--- src/rtl/axil_master.sv ---
// AXI4-Lite master engine.
//
// Turns single-cycle read/write start pulses from the pipeline into AXI4-Lite
// transactions. The read path and the write path are independent FSMs, so one
// read and one write may be in flight at the same time. Each path returns a
// one-cycle DONE pulse plus held result data / error flags.
//
// Ports:
//   CLK, RST_N                    clock, asynchronous active-low reset
//   AXIL_START_READ/_WRITE        start pulses; payload sampled with the pulse
//   AXIL_TRANSACTION_RADDR        read address
//   AXIL_TRANSACTION_WRADDR/WRDATA/WSTRB  write address, data, byte strobes
//   AXIL_DONE_READ/_WRITE         one-cycle completion pulses
//   AXIL_TRANSACTION_RDATA        last read data (held)
//   AXIL_READ_ERR/_WRITE_ERR      last response was not OKAY (held)
//   M_AXIL_*                      AXI4-Lite master channels AW, W, B, AR, R
module axil_master #(
    parameter int unsigned ADDR_WIDTH = 32,
    parameter int unsigned BUS_WIDTH  = 32
) (
    input  logic                   CLK,
    input  logic                   RST_N,
    // Pipeline side
    input  logic                   AXIL_START_READ,
    input  logic                   AXIL_START_WRITE,
    input  logic [ADDR_WIDTH-1:0]  AXIL_TRANSACTION_RADDR,
    input  logic [ADDR_WIDTH-1:0]  AXIL_TRANSACTION_WRADDR,
    input  logic [BUS_WIDTH-1:0]   AXIL_TRANSACTION_WRDATA,
    input  logic [BUS_WIDTH/8-1:0] AXIL_TRANSACTION_WSTRB,
    output logic                   AXIL_DONE_READ,
    output logic                   AXIL_DONE_WRITE,
    output logic [BUS_WIDTH-1:0]   AXIL_TRANSACTION_RDATA,
    output logic                   AXIL_READ_ERR,
    output logic                   AXIL_WRITE_ERR,
    // AW channel
    output logic [ADDR_WIDTH-1:0]  M_AXIL_AWADDR,
    output logic [2:0]             M_AXIL_AWPROT,
    output logic                   M_AXIL_AWVALID,
    input  logic                   M_AXIL_AWREADY,
    // W channel
    output logic [BUS_WIDTH-1:0]   M_AXIL_WDATA,
    output logic [BUS_WIDTH/8-1:0] M_AXIL_WSTRB,
    output logic                   M_AXIL_WVALID,
    input  logic                   M_AXIL_WREADY,
    // B channel
    input  logic [1:0]             M_AXIL_BRESP,
    input  logic                   M_AXIL_BVALID,
    output logic                   M_AXIL_BREADY,
    // AR channel
    output logic [ADDR_WIDTH-1:0]  M_AXIL_ARADDR,
    output logic [2:0]             M_AXIL_ARPROT,
    output logic                   M_AXIL_ARVALID,
    input  logic                   M_AXIL_ARREADY,
    // R channel
    input  logic [BUS_WIDTH-1:0]   M_AXIL_RDATA,
    input  logic [1:0]             M_AXIL_RRESP,
    input  logic                   M_AXIL_RVALID,
    output logic                   M_AXIL_RREADY
);

    localparam int unsigned StrbWidth = BUS_WIDTH / 8;

    typedef enum logic [1:0] {RIdle, RAddr, RData} rd_state_e;
    typedef enum logic [1:0] {WIdle, WReq, WResp} wr_state_e;

    // ------------------------------------------------------------------
    // Read path
    // ------------------------------------------------------------------
    rd_state_e             rd_state_q, rd_state_d;
    logic [ADDR_WIDTH-1:0] araddr_q, araddr_d;
    logic [BUS_WIDTH-1:0]  rdata_q, rdata_d;
    logic                  read_err_q, read_err_d;
    logic                  done_read_q, done_read_d;

    always_ff @(posedge CLK or negedge RST_N) begin
        if (!RST_N) begin
            rd_state_q  <= RIdle;
            araddr_q    <= '0;
            rdata_q     <= '0;
            read_err_q  <= 1'b0;
            done_read_q <= 1'b0;
        end else begin
            rd_state_q  <= rd_state_d;
            araddr_q    <= araddr_d;
            rdata_q     <= rdata_d;
            read_err_q  <= read_err_d;
            done_read_q <= done_read_d;
        end
    end

    // ARVALID is high for the whole of RAddr and RREADY for the whole of RData,
    // so a handshake is simply READY/VALID from the slave in that state.
    always_comb begin
        rd_state_d  = rd_state_q;
        araddr_d    = araddr_q;
        rdata_d     = rdata_q;
        read_err_d  = read_err_q;
        done_read_d = 1'b0;
        unique case (rd_state_q)
            RIdle: begin
                if (AXIL_START_READ) begin
                    araddr_d   = AXIL_TRANSACTION_RADDR;
                    rd_state_d = RAddr;
                end
            end
            RAddr: begin
                if (M_AXIL_ARREADY) begin
                    rd_state_d = RData;
                end
            end
            RData: begin
                if (M_AXIL_RVALID) begin
                    rdata_d     = M_AXIL_RDATA;
                    read_err_d  = (M_AXIL_RRESP != 2'b00);
                    done_read_d = 1'b1;
                    rd_state_d  = RIdle;
                end
            end
            default: rd_state_d = RIdle;
        endcase
    end

    always_comb begin
        M_AXIL_ARVALID = (rd_state_q == RAddr);
        M_AXIL_RREADY  = (rd_state_q == RData);
    end

    assign M_AXIL_ARADDR          = araddr_q;
    assign M_AXIL_ARPROT          = 3'b000;
    assign AXIL_DONE_READ         = done_read_q;
    assign AXIL_TRANSACTION_RDATA = rdata_q;
    assign AXIL_READ_ERR          = read_err_q;

    // ------------------------------------------------------------------
    // Write path
    // ------------------------------------------------------------------
    wr_state_e             wr_state_q, wr_state_d;
    logic [ADDR_WIDTH-1:0] awaddr_q, awaddr_d;
    logic [BUS_WIDTH-1:0]  wdata_q, wdata_d;
    logic [StrbWidth-1:0]  wstrb_q, wstrb_d;
    logic                  aw_done_q, aw_done_d;
    logic                  w_done_q, w_done_d;
    logic                  write_err_q, write_err_d;
    logic                  done_write_q, done_write_d;

    always_ff @(posedge CLK or negedge RST_N) begin
        if (!RST_N) begin
            wr_state_q   <= WIdle;
            awaddr_q     <= '0;
            wdata_q      <= '0;
            wstrb_q      <= '0;
            aw_done_q    <= 1'b0;
            w_done_q     <= 1'b0;
            write_err_q  <= 1'b0;
            done_write_q <= 1'b0;
        end else begin
            wr_state_q   <= wr_state_d;
            awaddr_q     <= awaddr_d;
            wdata_q      <= wdata_d;
            wstrb_q      <= wstrb_d;
            aw_done_q    <= aw_done_d;
            w_done_q     <= w_done_d;
            write_err_q  <= write_err_d;
            done_write_q <= done_write_d;
        end
    end

    // AW and W complete independently; a done flag records each handshake so
    // its VALID drops while the other channel may still be waiting.
    always_comb begin
        wr_state_d   = wr_state_q;
        awaddr_d     = awaddr_q;
        wdata_d      = wdata_q;
        wstrb_d      = wstrb_q;
        aw_done_d    = aw_done_q;
        w_done_d     = w_done_q;
        write_err_d  = write_err_q;
        done_write_d = 1'b0;
        unique case (wr_state_q)
            WIdle: begin
                if (AXIL_START_WRITE) begin
                    awaddr_d   = AXIL_TRANSACTION_WRADDR;
                    wdata_d    = AXIL_TRANSACTION_WRDATA;
                    wstrb_d    = AXIL_TRANSACTION_WSTRB;
                    aw_done_d  = 1'b0;
                    w_done_d   = 1'b0;
                    wr_state_d = WReq;
                end
            end
            WReq: begin
                aw_done_d = aw_done_q | M_AXIL_AWREADY;
                w_done_d  = w_done_q | M_AXIL_WREADY;
                if (aw_done_d && w_done_d) begin
                    wr_state_d = WResp;
                end
            end
            WResp: begin
                if (M_AXIL_BVALID) begin
                    write_err_d  = (M_AXIL_BRESP != 2'b00);
                    done_write_d = 1'b1;
                    wr_state_d   = WIdle;
                end
            end
            default: wr_state_d = WIdle;
        endcase
    end

    always_comb begin
        M_AXIL_AWVALID = (wr_state_q == WReq) && !aw_done_q;
        M_AXIL_WVALID  = (wr_state_q == WReq) && !w_done_q;
        M_AXIL_BREADY  = (wr_state_q == WResp);
    end

    assign M_AXIL_AWADDR   = awaddr_q;
    assign M_AXIL_AWPROT   = 3'b000;
    assign M_AXIL_WDATA    = wdata_q;
    assign M_AXIL_WSTRB    = wstrb_q;
    assign AXIL_DONE_WRITE = done_write_q;
    assign AXIL_WRITE_ERR  = write_err_q;

endmodule

--- config.mk ---
export PLATFORM = sky130hd
export DESIGN_NAME = axil_master
export DESIGN_NICKNAME = d
export VERILOG_FILES = /design/src/rtl/axil_master.sv
export SDC_FILE = /design/constraint.sdc
export NUM_CORES = 1
export LEC_CHECK = 0
export BUFFER_PORTS_ARGS = -buffer_cell sky130_fd_sc_hd__buf_2
export CORE_MARGIN = 3
export CORE_UTILIZATION = 40
export DETAILED_ROUTE_END_ITERATION = 6
export PLACE_DENSITY = 0.75
export SLEW_MARGIN = 20
export SYNTH_ARGS = -nofsm -noshare
export SYNTH_HDL_FRONTEND = slang
export SYNTH_SLANG_ARGS = --single-unit
--- constraint.sdc ---
create_clock -name CLK -period 1.45 [get_ports CLK]
set_input_delay 0.145 -clock CLK [delete_from_list [all_inputs] [get_ports CLK]]
set_output_delay 0.145 -clock CLK [all_outputs]
set_load 0.01 [all_outputs]
==> run metrics <==
Int Power approximately 13 mW; clk_lat worst skew between 0.4 and 0.5 ns; I/O Buffers around 290; CP Data Arrival Time ~1.8 ns; drt total wl ~16 mm; Setup Crit Path Kind register to register; Finished Core Util a little over two thirds; CTS Buf Count 17; post-detail-place hpwl 9.92 mm; # fillers around 850; critical path, cell by cell nor3b_4 -> buf_12 -> buf_12 -> mux2_2; Final Wtd Congestion just over 0.7; Mean Syn Cell Area about 17 um^2; DR DRC count 0; number of global-route vias before repair 4,950; CP endpoint kind register; most frequent CP cell buf_12; sequential cell area around 3600 um^2; period utilization 102%; synthesized instance count 327; required time of the critical path between 1.5 and 2 ns; crit start category register; total gr overflow 0; Root Driver clkbuf_16; post-synth cell types 22; H-tree levels 4; Setup Skew around 0.0064 ns; All-Layer GR Usage a little over a fifth; Clk pwr share roughly 22%; Multi-input gate area ~1900 um^2; YS warnings 0; register area share after synthesis about two thirds; synthesized area between 5000 and 6000 um^2; Pre-antenna DRT Iters 4; reg2reg setup slack -0.03 ns; Highest Clock Rate about 0.68 GHz; Worst R2R Path Depth 4; static leakage roughly 4.6 nW; hold_ws about 0.028 ns; combinational share of power about 41%; failing checks setup timing; Max Cap Viol 0; commonest non-fill, non-tap cell in the layout buf_2; nets 919; critical path fanouts, max 16; die height roughly 120 um; Via density approximately 4.6; post-layout worst setup margin -0.0270 ns; FF+latch count, synth about 140; sink of the worst hold path w_done_q; min-delay worst type primary input to register; Rows 42; Sw Ratio between 30% and 40%; width of the die ~120 um; DR iter-0 viols ~150; most frequent cells in the layout buf_2 (280), dfrtp_1 (141), dlygate4sd3_1 (135); Cell Pwr Density approximately 2000 nW/um^2; Reg clk slew, reported paths about 0.06 ns; Psw around 6.2 mW; CP max stage cell dfrtp_1; largest net degree at the start of global routing between 50 and 60; Initial Util between 40% and 50%; first-pass GRT wire length ~24 mm; die area 15,100 um^2; depth of the worst hold-timing path 3; share of layout cells above drive strength 1 just under 60%; pre-CTS WS -0.0217 ns; Core Region around 13,000 um^2; setup TNS -0.300 ns; area delta synth->final 70.8%; Seq pwr share 37.4%; Worst R2R Start wr_state_q[0]; HP Start M_AXIL_WREADY; run status complete, but fails checks; RSZ-0062 raised after global routing yes; # setup viols final 22; CTS tree done; IO Count just under 300; Worst IR Drop VDD about 1.3 mV; clk buf depth 2; initial antenna violation count 0; Final Hold Violating Endpoints 0; Vias ~4,400; CTS sink count ~140; Final Critical Period 1.48 ns; Worst R2R End M_AXIL_WDATA[24]; DRT antenna net count 0; Final Max Tran Viols 0; wire per inst roughly 17 um; CP max stage delay between 0.4 and 0.5 ns
what timing repair did:
action	4_1_cts	5_1_grt
setup buffers	3	2
setup endpoints to repair	56	100
pin swaps	2	2
endpoints found under the hold margin	168	0
resized for setup	11	35
hold buffers	135	0
gates cloned	0	1
layer usage:
metal	wire [um]	track usage, %
met2	9010	39.2
met5	0	0
met4	405	8.37
met1	5740	21.3
met3	1310	6.82
worst max path at each step:
stage | start | endpoint | slack, ns | cells after the start
3_5_place_dp | wr_state_q[1] | M_AXIL_AWADDR[3] | -0.02 | 4
4_1_cts | wr_state_q[1] | M_AXIL_AWVALID | -0.04 | 4
2_1_floorplan | rd_state_q[1] | M_AXIL_ARADDR[10] | 0.06 | 3
6_report | wr_state_q[0] | M_AXIL_WDATA[24] | -0.03 | 4
5_1_grt | wr_state_q[1] | M_AXIL_WVALID | -0.08 | 4
3_3_place_gp | wr_state_q[1] | M_AXIL_AWADDR[8] | 0.003 | 4
per-stage QoR:
stage	instance area [um^2]	std cells	total power, mW
6_report	9350	964	19.1
3_5_place_dp	7190	790	13.9
5_1_grt	9350	963	20.1
3_3_place_gp	7190	790	13.6
2_1_floorplan	5490	332	10.8
4_1_cts	9170	960	18.5
Yosys cell counts:
cell,n,area share (%)
dfrtp_1,142,65
mux2_2,116,24
mux2_1,15,3.1
buf_6,14,2.9
inv_1,8,0.55
buf_4,6,0.82
nor2_1,4,0.27
nor2b_1,4,0.46
a21oi_1,2,0.18
a22o_1,2,0.32
mux2i_1,2,0.37
nand3b_1,2,0.27
a21o_1,1,0.14
and3b_1,1,0.16
conb_1,1,0.069
mux2_4,1,0.27
nand2b_1,1,0.11
nand3b_4,1,0.37
nor3b_2,1,0.23
nor3b_4,1,0.34
o21bai_1,1,0.14
o22a_1,1,0.16
kinds of logic after synthesis:
logic type | after synthesis | synth area share [%]
muxes | 134 | 27.6
buffers and inverters | 28 | 4.25
AOI/OAI and AO/OA | 7 | 0.938
other | 1 | 0.0685
DFF | 142 | 64.9
and+or+nand+nor | 15 | 2.22
state kept, by name, indices dropped and copies added (netlist names), 2 cells and up:
name	count
AXIL_TRANSACTION_RDATA	32
M_AXIL_ARADDR	32
M_AXIL_AWADDR	32
M_AXIL_WDATA	32
M_AXIL_WSTRB	4
rd_state_q	2
wr_state_q	2
power by group through the flow:
| stage | Sequential [mW] | Clock [mW] | Combinational [mW] |
|---|---|---|---|
| 3_5_place_dp | 7.04 | 0 | 6.88 |
| 5_1_grt | 7.34 | 4.38 | 8.39 |
| 2_1_floorplan | 7.92 | 0 | 2.87 |
| 3_3_place_gp | 6.91 | 0 | 6.66 |
| 4_1_cts | 7.02 | 4.18 | 7.32 |
| 6_report | 7.12 | 4.10 | 7.84 |
critical path, delay by kind of cell, from the launching register on:
family	cells	cell delay (ns)
buffers and inverters	2	0.35
and+or+nand+nor	1	0.26
muxes	1	0.35
DFF	1	0.41
layout make-up:
type | count | share of cell area (%)
Inverter | 8 | 0.321
Clock inverter | 10 | 0.937
Timing Repair Buffer | 443 | 33.4
Multi-Input combinational cell | 162 | 19.8
Clock buffer | 22 | 5.07
Sequential cell | 142 | 38.0
Tap cell | 176 | 2.36
Antenna cell | 1 | 0.0268
(Power assumes the default switching activity.)
